File: config.mk
export PLATFORM = sky130hd
export DESIGN_NAME = branch_resolve_bht
export DESIGN_NICKNAME = d
export VERILOG_FILES = /design/src/rtl/bru_pkg.sv /design/src/rtl/bru_bht.sv /design/src/rtl/branch_resolve_bht.sv
export SDC_FILE = /design/constraint.sdc
export NUM_CORES = 1
export LEC_CHECK = 0
export BUFFER_PORTS_ARGS = -buffer_cell sky130_fd_sc_hd__buf_2
export CAP_MARGIN = 25
export CELL_PAD_IN_SITES_DETAIL_PLACEMENT = 1
export CELL_PAD_IN_SITES_GLOBAL_PLACEMENT = 2
export CORE_UTILIZATION = 38
export DETAILED_ROUTE_END_ITERATION = 12
export PLACE_DENSITY_LB_ADDON = 0.3
export SKIP_CTS_REPAIR_TIMING = 1
export SYNTH_ARGS = -nofsm -noshare
export SYNTH_HDL_FRONTEND = slang
export SYNTH_SLANG_ARGS = --single-unit
File: constraint.sdc
create_clock -name clk -period 7.6 [get_ports clk]
set_input_delay 0.76 -clock clk [delete_from_list [all_inputs] [get_ports clk]]
set_output_delay 0.76 -clock clk [all_outputs]
set_load 0.01 [all_outputs]
File: src/rtl/bru_pkg.sv
// bru_pkg: shared BrOp field constants, BHT counter encoding and the
// saturating counter helpers used by the branch resolve unit and its BHT.
package bru_pkg;

    // BrOp[4] marks an unconditional jump; BrOp[4:3] == 01 marks a conditional branch.
    localparam int         BR_JUMP_BIT   = 4;
    localparam logic [1:0] BR_CLASS_COND = 2'b01;

    // Condition select codes carried in BrOp[2:0] for conditional branches.
    localparam logic [2:0] BR_BEQ  = 3'b000;
    localparam logic [2:0] BR_BNE  = 3'b001;
    localparam logic [2:0] BR_BLT  = 3'b100;
    localparam logic [2:0] BR_BGE  = 3'b101;
    localparam logic [2:0] BR_BLTU = 3'b110;
    localparam logic [2:0] BR_BGEU = 3'b111;

    // Two-bit saturating predictor state; the MSB is the taken prediction.
    typedef enum logic [1:0] {
        SNT = 2'b00,
        WNT = 2'b01,
        WT  = 2'b10,
        ST  = 2'b11
    } bht_state_t;

    function automatic bht_state_t bht_inc(input bht_state_t s);
        return (s == ST) ? ST : bht_state_t'(s + 2'd1);
    endfunction

    function automatic bht_state_t bht_dec(input bht_state_t s);
        return (s == SNT) ? SNT : bht_state_t'(s - 2'd1);
    endfunction

endpackage

File: src/rtl/bru_bht.sv
// bru_bht: branch history table of 2-bit saturating counters with one
// combinational read port for fetch and one train port for EX. A same-index
// read and write in one cycle returns the pre-update counter.
module bru_bht
    import bru_pkg::*;
#(
    parameter int BHT_ENTRIES = 64,
    parameter int IDX_W       = $clog2(BHT_ENTRIES)
) (
    input  logic             clk,
    input  logic             rst,
    input  logic [IDX_W-1:0] rd_idx,
    output logic             rd_taken,
    input  logic             wr_en,
    input  logic [IDX_W-1:0] wr_idx,
    input  logic             wr_taken
);

    bht_state_t bht_q [BHT_ENTRIES];
    bht_state_t bht_d [BHT_ENTRIES];
    logic [1:0] rd_state;

    // Read straight from the registered array so fetch never sees an in-flight update.
    always_comb begin
        rd_state = bht_q[rd_idx];
        rd_taken = rd_state[1];
    end

    // Step the addressed counter toward the resolved direction.
    always_comb begin
        bht_d = bht_q;
        if (wr_en) begin
            bht_d[wr_idx] = wr_taken ? bht_inc(bht_q[wr_idx]) : bht_dec(bht_q[wr_idx]);
        end
    end

    // Counter array; reset leaves every entry weakly not-taken.
    always_ff @(posedge clk or posedge rst) begin
        if (rst) begin
            for (int i = 0; i < BHT_ENTRIES; i++) begin
                bht_q[i] <= WNT;
            end
        end else begin
            bht_q <= bht_d;
        end
    end

endmodule

File: src/rtl/branch_resolve_bht.sv
// branch_resolve_bht: resolves branches/jumps in EX, registers the outcome
// and misprediction flag, and trains a 2-bit BHT that fetch reads
// combinationally. Optional feature macro: BRU_PERF_EN adds saturating
// perf_branches / perf_mispredicts counters.
module branch_resolve_bht
    import bru_pkg::*;
#(
    parameter int XLEN        = 32,
    parameter int BHT_ENTRIES = 64
) (
    input  logic            clk,
    input  logic            rst,
    input  logic [XLEN-1:0] fetch_pc,
    output logic            fetch_pred_taken,
    input  logic            ex_valid,
    input  logic [XLEN-1:0] ex_pc,
    input  logic [XLEN-1:0] In1,
    input  logic [XLEN-1:0] In2,
    input  logic [4:0]      BrOp,
    input  logic            ex_pred_taken,
    output logic            NextPCSrc,
    output logic            res_valid,
    output logic            mispredict
`ifdef BRU_PERF_EN
    ,
    output logic [31:0]     perf_branches,
    output logic [31:0]     perf_mispredicts
`endif
);

    localparam int IDX_W = $clog2(BHT_ENTRIES);

    logic             is_jump;
    logic             is_cond;
    logic             cond_taken;
    logic             taken;
    logic             mispredict_now;
    logic             eq;
    logic             lt_s;
    logic             lt_u;
    logic [IDX_W-1:0] fetch_idx;
    logic [IDX_W-1:0] ex_idx;
    logic             unused_pc_bits;

    logic res_valid_q,   res_valid_d;
    logic next_pc_src_q, next_pc_src_d;
    logic mispredict_q,  mispredict_d;

    assign fetch_idx      = fetch_pc[IDX_W+1:2];
    assign ex_idx         = ex_pc[IDX_W+1:2];
    assign unused_pc_bits = ^{fetch_pc[XLEN-1:IDX_W+2], fetch_pc[1:0],
                              ex_pc[XLEN-1:IDX_W+2], ex_pc[1:0]};

    // Operand comparator shared by every conditional branch flavour.
    always_comb begin
        eq   = (In1 == In2);
        lt_s = ($signed(In1) < $signed(In2));
        lt_u = (In1 < In2);
    end

    // Decode BrOp into branch class and the actual taken decision.
    always_comb begin
        is_jump    = BrOp[BR_JUMP_BIT];
        is_cond    = (BrOp[4:3] == BR_CLASS_COND);
        cond_taken = 1'b0;
        case (BrOp[2:0])
            BR_BEQ:  cond_taken = eq;
            BR_BNE:  cond_taken = !eq;
            BR_BLT:  cond_taken = lt_s;
            BR_BGE:  cond_taken = !lt_s;
            BR_BLTU: cond_taken = lt_u;
            BR_BGEU: cond_taken = !lt_u;
            default: cond_taken = 1'b0;
        endcase
        taken          = is_jump || (is_cond && cond_taken);
        mispredict_now = taken ^ ex_pred_taken;
    end

    // Next result values; a bubble clears all three so stale outcomes never linger.
    always_comb begin
        res_valid_d   = ex_valid;
        next_pc_src_d = ex_valid && taken;
        mispredict_d  = ex_valid && mispredict_now;
    end

    // Result registers giving the one-cycle resolve latency.
    always_ff @(posedge clk or posedge rst) begin
        if (rst) begin
            res_valid_q   <= 1'b0;
            next_pc_src_q <= 1'b0;
            mispredict_q  <= 1'b0;
        end else begin
            res_valid_q   <= res_valid_d;
            next_pc_src_q <= next_pc_src_d;
            mispredict_q  <= mispredict_d;
        end
    end

    assign res_valid  = res_valid_q;
    assign NextPCSrc  = next_pc_src_q;
    assign mispredict = mispredict_q;

    bru_bht #(
        .BHT_ENTRIES (BHT_ENTRIES),
        .IDX_W       (IDX_W)
    ) u_bht (
        .clk      (clk),
        .rst      (rst),
        .rd_idx   (fetch_idx),
        .rd_taken (fetch_pred_taken),
        .wr_en    (ex_valid && is_cond),
        .wr_idx   (ex_idx),
        .wr_taken (cond_taken)
    );

`ifdef BRU_PERF_EN
    logic [31:0] perf_branches_q,    perf_branches_d;
    logic [31:0] perf_mispredicts_q, perf_mispredicts_d;

    // Saturating event counters for resolved branches and mispredictions.
    always_comb begin
        perf_branches_d    = perf_branches_q;
        perf_mispredicts_d = perf_mispredicts_q;
        if (ex_valid && (is_jump || is_cond) && (perf_branches_q != 32'hFFFF_FFFF)) begin
            perf_branches_d = perf_branches_q + 32'd1;
        end
        if (ex_valid && mispredict_now && (perf_mispredicts_q != 32'hFFFF_FFFF)) begin
            perf_mispredicts_d = perf_mispredicts_q + 32'd1;
        end
    end

    // Counter registers, cleared by reset.
    always_ff @(posedge clk or posedge rst) begin
        if (rst) begin
            perf_branches_q    <= 32'd0;
            perf_mispredicts_q <= 32'd0;
        end else begin
            perf_branches_q    <= perf_branches_d;
            perf_mispredicts_q <= perf_mispredicts_d;
        end
    end

    assign perf_branches    = perf_branches_q;
    assign perf_mispredicts = perf_mispredicts_q;
`else
    // Without the counters the unit is just the resolve path and the BHT.
`endif

endmodule

==> impl_summary.log, run 1 <==
INFO  metric die_y = approximately 140 µm
INFO  metric synth-edff-count = 0
INFO  metric start_util = 0.393
INFO  metric power.leakage = around 0.0038 µW
INFO  metric finish.utilization = 0.461
INFO  metric setup_violations = 0
INFO  metric insertion_delay = ~0.42 ns
INFO  metric final_number_of_max_transition_violations = 0
INFO  metric cts_tree = built
INFO  metric post-route-drc-count = 0
INFO  metric detail_route.iter0.violations = approximately 340
INFO  metric port_buffers = ~90
INFO  metric n_antenna_cell = 0
INFO  metric critPathRequiredTime = slightly below 8 ns
INFO  metric skew = 0.0104 ns
INFO  metric placement_rows = a little over 50
INFO  metric synth-warning-count = 0
INFO  metric total_vias_in_the_final_route = about 6400
INFO  metric finalHoldViolCount = 0
INFO  metric hold_slack = 0.221 ns
INFO  metric clock_tree.htree_level_count = 4
INFO  metric postPlaceCellArea = ~8400 µm²
INFO  metric finalCritPeriodShare = 0.600
INFO  metric clock_sinks = between 100 and 150
INFO  metric wl_per_cell = 20.7 µm
INFO  metric synth.net_count = approximately 940
INFO  metric die_x = approximately 140 µm
INFO  metric grt_antenna_before_repair = 0
INFO  metric arrival = approximately 4.8 ns
INFO  metric power.ir.vdd_worst = about 0.2 mV
INFO  metric buffer_type_at_the_clock_tree_root = sky130_fd_sc_hd__clkbuf_16
INFO  metric post_synth_instance_area = 7750 µm²
INFO  metric remaining_overflow_grt = 0
INFO  metric finalInstanceArea = ~9100 µm²
INFO  metric avgSynthCellArea = slightly above 10 µm²
INFO  metric dp_hpwl = 16.5 mm
INFO  metric worst_slew_margin_rel = 0.258
INFO  metric wirelength = around 23 mm
INFO  metric async_flop_share = 1.00
INFO  metric synth_ff_type = sky130_fd_sc_hd__dfrtp_1
INFO  metric grt_start_max_net_pins = 80
INFO  metric worst_path_fanout_max = 39
INFO  metric regToRegEndpoint = u_bht.bht_q[83]$_DFFE_PP0P_
INFO  metric critical_path.startpoint_type = input pin
INFO  metric cp-end-kind = flip-flop
INFO  metric detailedPlace.worstSlack = ~2.5 ns
INFO  metric number_of_top_level_pins = about 140
INFO  metric gp_congestion = 0.780
INFO  metric worst_r2r_path_depth = 7
INFO  metric synth_cells = 766
INFO  metric regToRegSetupSlack = about 4.1 ns
INFO  metric share_of_cells_above_drive_strength_1 = 0.361
INFO  metric synthDistinctLibCells = 51
INFO  metric power_per_cell_area = 200 nW/µm²
INFO  metric fill_cells = approximately 2200
INFO  metric clkSlewWorstSetupHoldPaths = approximately 0.060 ns
INFO  metric numCtsBuffers = 17
INFO  metric result_of_the_run = finished, final reports clean
INFO  metric timing_worst_slew_pin_value = ~1.1 ns
INFO  metric synth-seq-cells = about 130
INFO  metric worst_setup_path_category = input pin to flip-flop
INFO  metric synth_seq_area_share = 0.433
INFO  metric timing.hold.worst.class = input pin to asynchronous set/reset pin
INFO  metric grt_pass1_wl = approximately 37 mm
INFO  metric antenna_violating_nets_post_route = 0
INFO  metric grt_setup_unrepaired = false
INFO  metric fin_crit = between 4 and 5 ns
INFO  metric area_growth = 17.3%
INFO  metric grt.total_usage = 0.239
INFO  metric drv.max_cap_violation_count = 0
INFO  metric avgViaCountPerCell = between 5 and 6
INFO  metric via_count_of_the_first_global_routing_pass = ~6700
INFO  metric maxClockFrequency = around 0.22 GHz
INFO  metric totalNegativeSetupSlack = 0 ns
INFO  metric layout_setup_ws = about 3.0 ns
INFO  metric drt_pass1_iterations = 4
INFO  metric die_area = approximately 21000 µm²
INFO  metric final_nets = approximately 1000
INFO  metric timing.rr.start = u_bht.bht_q[65]$_DFFE_PP0P_
INFO  metric deepest_clock_path_buffer_count = 2
INFO  metric core-area = about 20000 µm²
[final cells by class]
| type | instances | area [µm²] | area share |
|---|---|---|---|
| multi-input cells | 563 | 4040 | 0.444 |
| flip-flops and latches | 131 | 3360 | 0.370 |
| repair buffers | 103 | 608 | 0.0669 |
| clock buffers | 24 | 492 | 0.0541 |
| well taps | 265 | 332 | 0.0365 |
| inverters | 36 | 138 | 0.0151 |
| clock inverters | 8 | 125 | 0.0138 |
[power by group]
part           switching, µW  internal [µW]
logic                    139           79.5
clock network            309            551
registers               12.1            729
[synthesized netlist by cell type, drive strengths merged, types with 4 or more instances]
library cell / instances / area share
nand3: 11 / 0.0071
clkbuf: 19 / 0.0092
ha: 32 / 0.052
nand2: 210 / 0.10
a21oi: 22 / 0.014
dfrtp: 67 / 0.22
mux2i: 8 / 0.010
a221oi: 8 / 0.011
nand4: 12 / 0.0097
inv: 36 / 0.017
buf: 17 / 0.021
nor3: 5 / 0.0032
nor3b: 4 / 0.0039
mux2: 5 / 0.0073
dfstp: 64 / 0.22
nor2: 15 / 0.0076
o21ai: 139 / 0.12
nor2b: 6 / 0.0048
mux4: 43 / 0.12
nor4: 4 / 0.0032
a22oi: 7 / 0.0068
[metrics by stage]
stage,std cells,total power (µW)
floorplan,766,898
global placement,1091,951
detailed placement,1096,970
CTS,1128,1830
global route,1130,1890
finish,1130,1820
[per-layer routing]
| metal | wire (µm) | global-route usage | share of wire | vias up |
|---|---|---|---|---|
| met5 | 0 | 0 | 0 | - |
| met4 | 289 | 0.0648 | 0.012 | 0 |
| met3 | 1200 | 0.0441 | 0.051 | 17 |
| met2 | 11700 | 0.410 | 0.50 | 184 |
| met1 | 10200 | 0.307 | 0.43 | 3235 |
| li1 | - | - | - | 2924 |
[cell usage in the layout, fill, tap and decap left out, types with 6 or more instances in the layout]
master,count
sky130_fd_sc_hd__dfstp_2,64
sky130_fd_sc_hd__a221oi_1,6
sky130_fd_sc_hd__a21oi_1,22
sky130_fd_sc_hd__nand3_1,11
sky130_fd_sc_hd__buf_2,88
sky130_fd_sc_hd__nand2_1,210
sky130_fd_sc_hd__clkbuf_16,17
sky130_fd_sc_hd__nor2b_1,6
sky130_fd_sc_hd__nand4_1,12
sky130_fd_sc_hd__o21ai_2,60
sky130_fd_sc_hd__mux2i_1,8
sky130_fd_sc_hd__o21ai_0,77
sky130_fd_sc_hd__inv_1,35
sky130_fd_sc_hd__a22oi_1,7
sky130_fd_sc_hd__dfrtp_1,67
sky130_fd_sc_hd__mux4_2,43
sky130_fd_sc_hd__nor2_1,14
sky130_fd_sc_hd__ha_1,32
sky130_fd_sc_hd__buf_4,9
[worst max-delay path: stages]
cell	delay [ns]
sky130_fd_sc_hd__buf_2	0.61
sky130_fd_sc_hd__buf_4	0.46
sky130_fd_sc_hd__mux4_2	0.57
sky130_fd_sc_hd__mux2_2	0.27
sky130_fd_sc_hd__nand2_1	0.08
sky130_fd_sc_hd__nand4_1	0.15
sky130_fd_sc_hd__nor4_1	0.34
sky130_fd_sc_hd__maj3_1	0.86
sky130_fd_sc_hd__buf_4	0.51
sky130_fd_sc_hd__o21ai_0	0.18
[how the worst max path moves through the flow]
stage / cells after the start / slack [ns] / to / from
2_1_floorplan: 1 / 3.45 / NextPCSrc$_DFF_PP0_ / rst
3_3_place_gp: 10 / 2.65 / u_bht.bht_q[61]$_DFFE_PP0P_ / ex_pc[2]
3_5_place_dp: 10 / 2.54 / u_bht.bht_q[127]$_DFFE_PP0P_ / ex_pc[2]
4_1_cts: 10 / 3.00 / u_bht.bht_q[83]$_DFFE_PP0P_ / ex_pc[2]
5_1_grt: 10 / 2.70 / u_bht.bht_q[51]$_DFFE_PP0P_ / ex_pc[2]
6_report: 10 / 3.04 / u_bht.bht_q[83]$_DFFE_PP0P_ / ex_pc[2]
[sequential cells by signal (all words and copies together) (netlist names)]
name,flops
u_bht.bht_q,128
mispredict,1
res_valid,1
NextPCSrc,1
[kinds of logic (layout without fill, tap and decap cells)]
logic type | Yosys count | in the layout | synth area share
AND/OR/NAND/NOR | 281 | 281 | 0.155
flip-flops | 131 | 131 | 0.433
XOR/XNOR | 1 | 1 | 0.00113
buffers and inverters | 72 | 171 | 0.0476
multiplexers | 56 | 56 | 0.143
AO/OA/AOI/OAI | 191 | 191 | 0.166
adder cells (fa/ha/maj) | 34 | 34 | 0.0544
Note: power is estimated with default switching activity, not from simulation.
==> run 2: changes to the inputs <==
--- a/config.mk
+++ b/config.mk
@@ -5,11 +5,12 @@
 export SDC_FILE = /design/constraint.sdc
 export NUM_CORES = 1
 export LEC_CHECK = 0
+export ABC_AREA = 1
 export BUFFER_PORTS_ARGS = -buffer_cell sky130_fd_sc_hd__buf_2
 export CAP_MARGIN = 25
 export CELL_PAD_IN_SITES_DETAIL_PLACEMENT = 1
 export CELL_PAD_IN_SITES_GLOBAL_PLACEMENT = 2
-export CORE_UTILIZATION = 38
+export CORE_UTILIZATION = 29
 export DETAILED_ROUTE_END_ITERATION = 12
 export PLACE_DENSITY_LB_ADDON = 0.3
 export SKIP_CTS_REPAIR_TIMING = 1
==> constraint.sdc (replaced) <==
create_clock -name clk -period 3.9 [get_ports clk]
set_input_delay 0.39 -clock clk [delete_from_list [all_inputs] [get_ports clk]]
set_output_delay 0.39 -clock clk [all_outputs]
set_load 0.01 [all_outputs]
==> run 2 against run 1 <==
Non-clock buffer count is 8 higher; sequential share of layout area down 3.6 points; power up 110%; worst hold slack got worse by 0.13 ns; final cell count grew 46%; register-to-register slack worse by 2.7 ns.
==> impl_summary.log, run 2 <==
INFO  metric result_of_the_run = finished, final reports clean
INFO  metric drt_pass1_iterations = 7 (+3)
INFO  metric grt.met2_usage = 0.357 (-0.0539)
INFO  metric wl_per_cell = 18.5 µm (-11%)
INFO  metric grt_setup_unrepaired = false
INFO  metric cp-end-kind = output port
INFO  metric critPathRequiredTime = 3.51 ns (-4.37 ns)
INFO  metric grt_start_max_net_pins = 86 (+7.5%)
INFO  metric synth-warning-count = 0 (unchanged)
INFO  metric worst_path_fanout_max = 18 (-54%)
INFO  metric numCtsBuffers = 17 (unchanged)
INFO  metric power.ir.vdd_worst = 0.293 mV (+42%)
INFO  metric synth-edff-count = 0 (unchanged)
INFO  metric holdPathStages = 1
INFO  metric critPathMaxStageDelay = 0.60 ns (-0.26 ns)
INFO  metric slowest_stage = sky130_fd_sc_hd__inv_1
INFO  metric synthDistinctLibCells = 44 (-14%)
INFO  metric detail_route.iter0.violations = 449 (+31%)
INFO  metric setup_violations = 0 (unchanged)
INFO  metric placement_rows = 62 (+22%)
INFO  metric post_synth_instance_area = 8610 µm² (+11%)
INFO  metric core-area = 28900 µm² (+47%)
INFO  metric synth-seq-cells = 131 (unchanged)
INFO  metric finalCritPeriodShare = 0.818
INFO  metric critPathCapture = fetch_pred_taken
INFO  metric area_growth = 17.0%
INFO  metric timing.rr.start = u_bht.bht_q[117]$_DFFE_PP0P_
INFO  metric insertion_delay = 0.43 ns (about the same)
INFO  metric register_name_with_the_most_flops = u_bht.bht_q
INFO  metric die_y = 174 µm (+20%)
INFO  metric post-route-drc-count = 0 (unchanged)
INFO  metric buffer_type_at_the_clock_tree_root = sky130_fd_sc_hd__clkbuf_16
INFO  metric clkSlewWorstSetupHoldPaths = 0.06 ns (about the same)
INFO  metric synthMostInstantiatedCell = sky130_fd_sc_hd__nand2_1
INFO  metric crit_family = compound AO/OA/AOI/OAI gates
INFO  metric final_number_of_max_transition_violations = 0 (unchanged)
INFO  metric n_antenna_cell = 0 (unchanged)
INFO  metric net_switching_power = 1060 µW (+130%)
INFO  metric number_of_top_level_pins = 141 (unchanged)
INFO  metric synth_cells = 1161 (+52%)
INFO  metric grt_pass1_wl = 48.4 mm (+31%)
INFO  metric synth_seq_area_share = 0.390 (-0.0434)
INFO  metric wirelength = 30.5 mm (+30%)
INFO  metric p_int = 2700 µW (+99%)
INFO  metric regToRegEndpoint = u_bht.bht_q[22]$_DFFE_PP1P_
INFO  metric share_of_cells_above_drive_strength_1 = 0.256 (-0.105)
INFO  metric total_vias_in_the_final_route = 7991 (+26%)
INFO  metric grt.total_usage = 0.210 (-0.0285)
INFO  metric avgSynthCellArea = 7.42 µm² (-27%)
INFO  metric regToRegSetupSlack = 1.38 ns (-2.70 ns)
INFO  metric seqPwrFrac = 0.387 (-0.020)
INFO  metric largest_register_ffs = 128 (unchanged)
INFO  metric remaining_overflow_grt = 0 (unchanged)
INFO  metric p_clk_frac = 0.471 (-0.002)
INFO  metric final-seq-area = 3360 µm² (unchanged)
INFO  metric global_route.peak_usage_layer = met2
INFO  metric layout_common_cells = 389 x sky130_fd_sc_hd__nand2_1, 147 x sky130_fd_sc_hd__inv_1, 99 x sky130_fd_sc_hd__nor2_1
INFO  metric fill_cells = 3583 (+61%)
INFO  metric drv.max_cap_violation_count = 0 (unchanged)
INFO  metric power.leakage = 0.00464 µW (+23%)
INFO  metric worst_r2r_path_depth = 15 (+8)
INFO  metric synth_top_cell_area_share = 0.195 (-0.0217)
INFO  metric die_area = 30400 µm² (+45%)
INFO  metric deepest_clock_path_buffer_count = 2 (unchanged)
INFO  metric port_buffers = 88 (unchanged)
INFO  metric clock_sinks = 131 (unchanged)
INFO  metric arrival = 2.80 ns (-2.04 ns)
INFO  metric post-synth-top-area-cell = sky130_fd_sc_hd__dfstp_2
INFO  metric crit_path_start = fetch_pc[3]
INFO  metric synth.net_count = 1330 (+42%)
INFO  metric power_per_cell_area = 374 nW/µm² (+87%)
INFO  metric skew = 0.0103 ns (-0.000115 ns)
INFO  metric share_comb_of_total_power = 0.142 (+0.022)
INFO  metric detailedPlace.worstSlack = 0.787 ns (-1.75 ns)
INFO  metric final_common_cell = sky130_fd_sc_hd__nand2_1
INFO  metric finalHoldViolCount = 0 (unchanged)
INFO  metric clock_tree.htree_level_count = 4 (unchanged)
INFO  metric multiInputGateArea = 4310 µm² (+6.8%)
INFO  metric final_nets = 1423 (+39%)
INFO  metric via_count_of_the_first_global_routing_pass = 8497 (+26%)
INFO  metric cp_cell_sequence = buf_2, inv_1, o21ai_0, o22ai_1, o21ai_0, o22ai_1, nor2_1, o31ai_1, buf_2
INFO  metric totalNegativeSetupSlack = 0 ns (unchanged)
INFO  metric synth.top_cells.by_area = sky130_fd_sc_hd__dfstp_2 20%, sky130_fd_sc_hd__dfrtp_1 19%, sky130_fd_sc_hd__nand2_1 17%, sky130_fd_sc_hd__inv_1 6.5%, sky130_fd_sc_hd__o21ai_2 6.1%
INFO  metric avgViaCountPerCell = 4.84 (-14%)
INFO  metric dp_hpwl = 21.1 mm (+28%)
INFO  metric start_util = 0.298 (-0.0954)
INFO  metric timing.critical_path.depth = 9 (-1)
INFO  metric synth_ff_type = sky130_fd_sc_hd__dfrtp_1
INFO  metric async_flop_share = 1.00 (unchanged)
INFO  metric antenna_violating_nets_post_route = 0 (unchanged)
INFO  metric die_x = 174 µm (+20%)
INFO  metric worst_slew_margin_rel = 0.408 (+0.150)
INFO  metric cts_tree = built
INFO  metric timing.hold.worst.class = input pin to flip-flop
INFO  metric timing_worst_slew_pin_value = 0.888 ns (-0.220 ns)
INFO  metric gp_congestion = 0.803 (+2.8%)
INFO  metric power_switching_share = 0.282 (+0.0292)
INFO  metric grt_antenna_before_repair = 0 (unchanged)
INFO  metric layout_setup_ws = 0.709 ns (-2.33 ns)
INFO  metric worst_setup_path_category = input pin to output port
INFO  metric cp_num_buf_inv = 3 (unchanged)
INFO  metric groute.layer.met1.usage = 0.278 (-0.0294)
INFO  metric global_route.usage.met3 = 0.0354 (-0.00866)
INFO  metric fin_crit = between 3 and 4 ns
INFO  metric critical_path.startpoint_type = input pin
INFO  metric maxClockFrequency = roughly 0.31 GHz
INFO  metric synthTopCellsByCount = 389 x sky130_fd_sc_hd__nand2_1, 148 x sky130_fd_sc_hd__inv_1, 99 x sky130_fd_sc_hd__nor2_1
run 2: cell types whose count changed after synthesis, moves of 24 or more:
cell                      change
sky130_fd_sc_hd__nand2_2     +24
sky130_fd_sc_hd__nand2_1    +179
sky130_fd_sc_hd__nor2_1      +85
sky130_fd_sc_hd__mux4_2      -43
sky130_fd_sc_hd__inv_1      +112
sky130_fd_sc_hd__nor3_1      +37
run 2: cell type report:
class | count | share of cell area
multi-input cells | 833 | 0.428
well taps | 384 | 0.0477
clock inverters | 12 | 0.0179
repair buffers | 111 | 0.0671
inverters | 160 | 0.0609
clock buffers | 20 | 0.0453
flip-flops and latches | 131 | 0.333
run 2: worst min-delay path by stage:
| stage | from | to | slack (ns) |
|---|---|---|---|
| floorplan | ex_valid | res_valid$_DFF_PP0_ | 0.42 |
| global placement | u_bht.bht_q[6]$_DFFE_PP1P_ | u_bht.bht_q[6]$_DFFE_PP1P_ | 0.47 |
| detailed placement | u_bht.bht_q[106]$_DFFE_PP1P_ | u_bht.bht_q[106]$_DFFE_PP1P_ | 0.47 |
| CTS | ex_valid | res_valid$_DFF_PP0_ | 0.08 |
| global route | ex_valid | res_valid$_DFF_PP0_ | 0.08 |
| finish | ex_valid | res_valid$_DFF_PP0_ | 0.1 |
run 2: per-layer routing:
| metal | vias up | part of all wire |
|---|---|---|
| li1 | 3892 | - |
| met5 | - | 0 |
| met1 | 3970 | 0.46 |
| met3 | 22 | 0.035 |
| met2 | 107 | 0.49 |
| met4 | 0 | 0.013 |
run 2: power by group through the flow:
stage                     logic, µW  clock network, µW  registers, µW
after floorplan                 368                  0           1470
after global placement          533                  0           1480
after detailed placement        542                  0           1480
after CTS                       544               1810           1460
after global routing            593               1850           1460
final                           535               1770           1460
run 2: kinds of logic after synthesis:
family	share of synthesized area
buffers and inverters	0.110
AO/OA/AOI/OAI	0.162
AND/OR/NAND/NOR	0.292
adder cells (fa/ha/maj)	0.0465
flip-flops	0.390
run 2: stage by stage:
step,cell area [µm²],total power [µW],hold slack (ns),std cells,utilization
after global placement,9440,2010,0.467,1619,0.326
after global routing,10100,3900,0.0825,1651,0.348
final,10100,3760,0.0952,1651,0.348
after floorplan,8610,1840,0.421,1161,-
after detailed placement,9440,2020,0.472,1619,0.326
after CTS,10100,3810,0.0849,1651,0.348
==> run 3: changes to the inputs <==
==> constraint.sdc (replaced) <==
create_clock -name clk -period 2.75 [get_ports clk]
set_input_delay 0.275 -clock clk [delete_from_list [all_inputs] [get_ports clk]]
set_output_delay 0.275 -clock clk [all_outputs]
set_load 0.01 [all_outputs]
==> run 3 against run 2 <==
Combinational power is 58% higher; flip-flop and latch count stayed put; utilization is 0.83 points higher; global-route usage is 0.064 points lower; setup slack worse by 0.58 ns; highest routed layer unchanged; first-iteration DRC count is 9.4% higher; power is 37% higher; non-clock buffer count is 28 higher; final cell count is 1.7% higher; sequential share of layout area is 0.77 points lower; final area is 2.4% higher; clock skew is 0.0039 ns lower.
==> impl_summary.log, run 3 (synthesis gave the netlist of run 2 again) <==
INFO  metric buffer_type_at_the_clock_tree_root = sky130_fd_sc_hd__clkbuf_16
INFO  metric hp-start = BrOp[4]
INFO  metric power.ir.vdd_worst = 0.388 mV (+33%)
INFO  metric finalInstanceArea = 10300 µm² (+2.4%)
INFO  metric deepest_clock_path_buffer_count = 2 (unchanged)
INFO  metric clkSlewWorstSetupHoldPaths = 0.06 ns (about the same)
INFO  metric worst_r2r_path_depth = 14 (-1)
INFO  metric slowest_stage = sky130_fd_sc_hd__o311ai_0
INFO  metric grt_antenna_before_repair = 0 (unchanged)
INFO  metric via_count_of_the_first_global_routing_pass = 8492 (-0.059%)
INFO  metric fin_crit = 2.62 ns
INFO  metric start_util = 0.298 (unchanged)
INFO  metric avgViaCountPerCell = 4.85 (+0.19%)
INFO  metric grt_start_max_net_pins = 44 (-49%)
INFO  metric detail_route.iter0.violations = 491 (+9.4%)
INFO  metric post-layout-total-power = 5160 µW (+37%)
INFO  metric port_buffers = 88 (unchanged)
INFO  metric critPathRequiredTime = 2.48 ns (-1.03 ns)
INFO  metric grt_setup_unrepaired = false
INFO  metric total_vias_in_the_final_route = 8142 (+1.9%)
INFO  metric die_y = 174 µm (unchanged)
INFO  metric die_area = 30400 µm² (unchanged)
INFO  metric drv.max_cap_violation_count = 0 (unchanged)
INFO  metric area_growth = 19.8%
INFO  metric grt_pass1_wl = 48.7 mm (+0.53%)
INFO  metric timing.rr.start = u_bht.bht_q[39]$_DFFE_PP0P_
INFO  metric final_common_cell = sky130_fd_sc_hd__nand2_1
INFO  metric cp-end-kind = output port
INFO  metric final_number_of_max_transition_violations = 0 (unchanged)
INFO  metric core-area = 28900 µm² (unchanged)
INFO  metric remaining_overflow_grt = 0 (unchanged)
INFO  metric power_per_cell_area = 501 nW/µm² (+34%)
INFO  metric placement_rows = 62 (unchanged)
INFO  metric finalCritPeriodShare = 0.952
INFO  metric gp_congestion = 0.810 (+0.88%)
INFO  metric result_of_the_run = finished, final reports clean
INFO  metric insertion_delay = 0.43 ns (about the same)
INFO  metric regToRegEndpoint = u_bht.bht_q[110]$_DFFE_PP1P_
INFO  metric cpMostUsedCell = sky130_fd_sc_hd__o31ai_1
INFO  metric dp_hpwl = 22.0 mm (+4.3%)
INFO  metric cp_num_buf_inv = 1 (-2)
INFO  metric totalNegativeSetupSlack = 0 ns (unchanged)
INFO  metric share_of_cells_above_drive_strength_1 = 0.269 (+0.0130)
INFO  metric wirelength = 30.6 mm (+0.31%)
INFO  metric cp_cell_sequence = o21ai_0, nor2_1, o311ai_0, o31ai_1, o211ai_1, o31ai_1, buf_2
INFO  metric critPathMaxStageDelay = 0.60 ns (about the same)
INFO  metric crit_family = compound AO/OA/AOI/OAI gates
INFO  metric register_name_with_the_most_flops = u_bht.bht_q
INFO  metric maxClockFrequency = ~0.38 GHz
INFO  metric die_x = 174 µm (unchanged)
INFO  metric setup_violations = 0 (unchanged)
INFO  metric worst_setup_path_category = flip-flop to output port
INFO  metric wl_per_cell = 18.2 µm (-1.4%)
INFO  metric grt.total_usage = 0.210 (-0.000643)
INFO  metric finish.utilization = 0.356 (+0.00826)
INFO  metric n_antenna_cell = 0 (unchanged)
INFO  metric largest_register_ffs = 128 (unchanged)
INFO  metric drt_pass1_iterations = 5 (-2)
INFO  metric place.detailed.instances = 1645 (+1.6%)
INFO  metric skew = 0.00636 ns (-0.00390 ns)
INFO  metric finalHoldViolCount = 0 (unchanged)
INFO  metric timing.hold.worst.class = input pin to flip-flop
INFO  metric worst_path_fanout_max = 3 (-15)
INFO  metric power.leakage = 0.00480 µW (+3.3%)
INFO  metric timing.hold.worst_endpoint = NextPCSrc$_DFF_PP0_
INFO  metric critical_path.startpoint_type = flip-flop
INFO  metric number_of_top_level_pins = 141 (unchanged)
INFO  metric postPlaceCellArea = 9730 µm² (+3.1%)
INFO  metric regToRegSetupSlack = 0.42 ns (-0.96 ns)
INFO  metric layout_common_cells = 389 x sky130_fd_sc_hd__nand2_1, 147 x sky130_fd_sc_hd__inv_1, 99 x sky130_fd_sc_hd__nor2_1
INFO  metric timing_worst_slew_pin_value = 0.661 ns (-0.227 ns)
INFO  metric clock_tree.htree_level_count = 4 (unchanged)
INFO  metric numCtsBuffers = 17 (unchanged)
INFO  metric arrival = 2.34 ns (-0.46 ns)
INFO  metric worst_slew_margin_rel = 0.554 (+0.146)
INFO  metric post-route-drc-count = 0 (unchanged)
INFO  metric holdPathStages = 3 (+2)
INFO  metric instances_no_fill = 1679 (+1.7%)
INFO  metric cts_tree = built
INFO  metric final_nets = 1451 (+2.0%)
INFO  metric antenna_violating_nets_post_route = 0 (unchanged)
INFO  metric clock_sinks = 131 (unchanged)
-- run 3: worst max-delay path by stage --
stage          slack, ns                         from  depth (start not counted)                            to
2_1_floorplan       0.55                      In2[19]                         16   u_bht.bht_q[16]$_DFFE_PP1P_
3_3_place_gp        0.11                      In1[19]                         16  u_bht.bht_q[105]$_DFFE_PP0P_
3_5_place_dp        0.07                      In2[31]                         19   u_bht.bht_q[33]$_DFFE_PP0P_
4_1_cts             0.16  u_bht.bht_q[43]$_DFFE_PP0P_                          7              fetch_pred_taken
5_1_grt             0.05  u_bht.bht_q[43]$_DFFE_PP0P_                          7              fetch_pred_taken
6_report            0.13  u_bht.bht_q[43]$_DFFE_PP0P_                          7              fetch_pred_taken
-- run 3: power breakdown --
part	total, µW	switching (µW)	internal (µW)
combinational	844	538	306
sequential	2070	36.8	2030
clock	2250	904	1350
-- run 3: area by class of cell --
cell class	count	area [µm²]
Sequential cell	131	3360
Clock buffer	21	450
Multi-Input combinational cell	833	4310
Inverter	160	612
Fill cell	3559	18600
Clock inverter	11	111
Tap cell	384	480
Timing Repair Buffer	139	991
-- run 3: stage by stage --
step	hold slack (ns)	setup slack, ns
final	0.153	0.133
after global routing	0.181	0.0549
after CTS	-0.0930	0.162
after detailed placement	0.361	0.0705
after global placement	0.352	0.112
after floorplan	0.306	0.555
-- run 3: worst reg2reg max path, delay by kind of cell (launching register included) --
kind / cells / cell delay [ns]
simple gates: 9 / 1.24
compound gates: 3 / 0.33
flops: 1 / 0.41
buf+inv: 2 / 0.26
-- run 3: metal layers --
| layer | wire [µm] | share of wire | GRT usage | vias up |
|---|---|---|---|---|
| met3 | 945 | 0.031 | 0.0227 | 30 |
| met2 | 14900 | 0.49 | 0.356 | 141 |
| met5 | 0 | 0 | 0 | - |
| met4 | 446 | 0.015 | 0.0530 | 0 |
| met1 | 14300 | 0.47 | 0.282 | 4018 |
| li1 | - | - | - | 3953 |
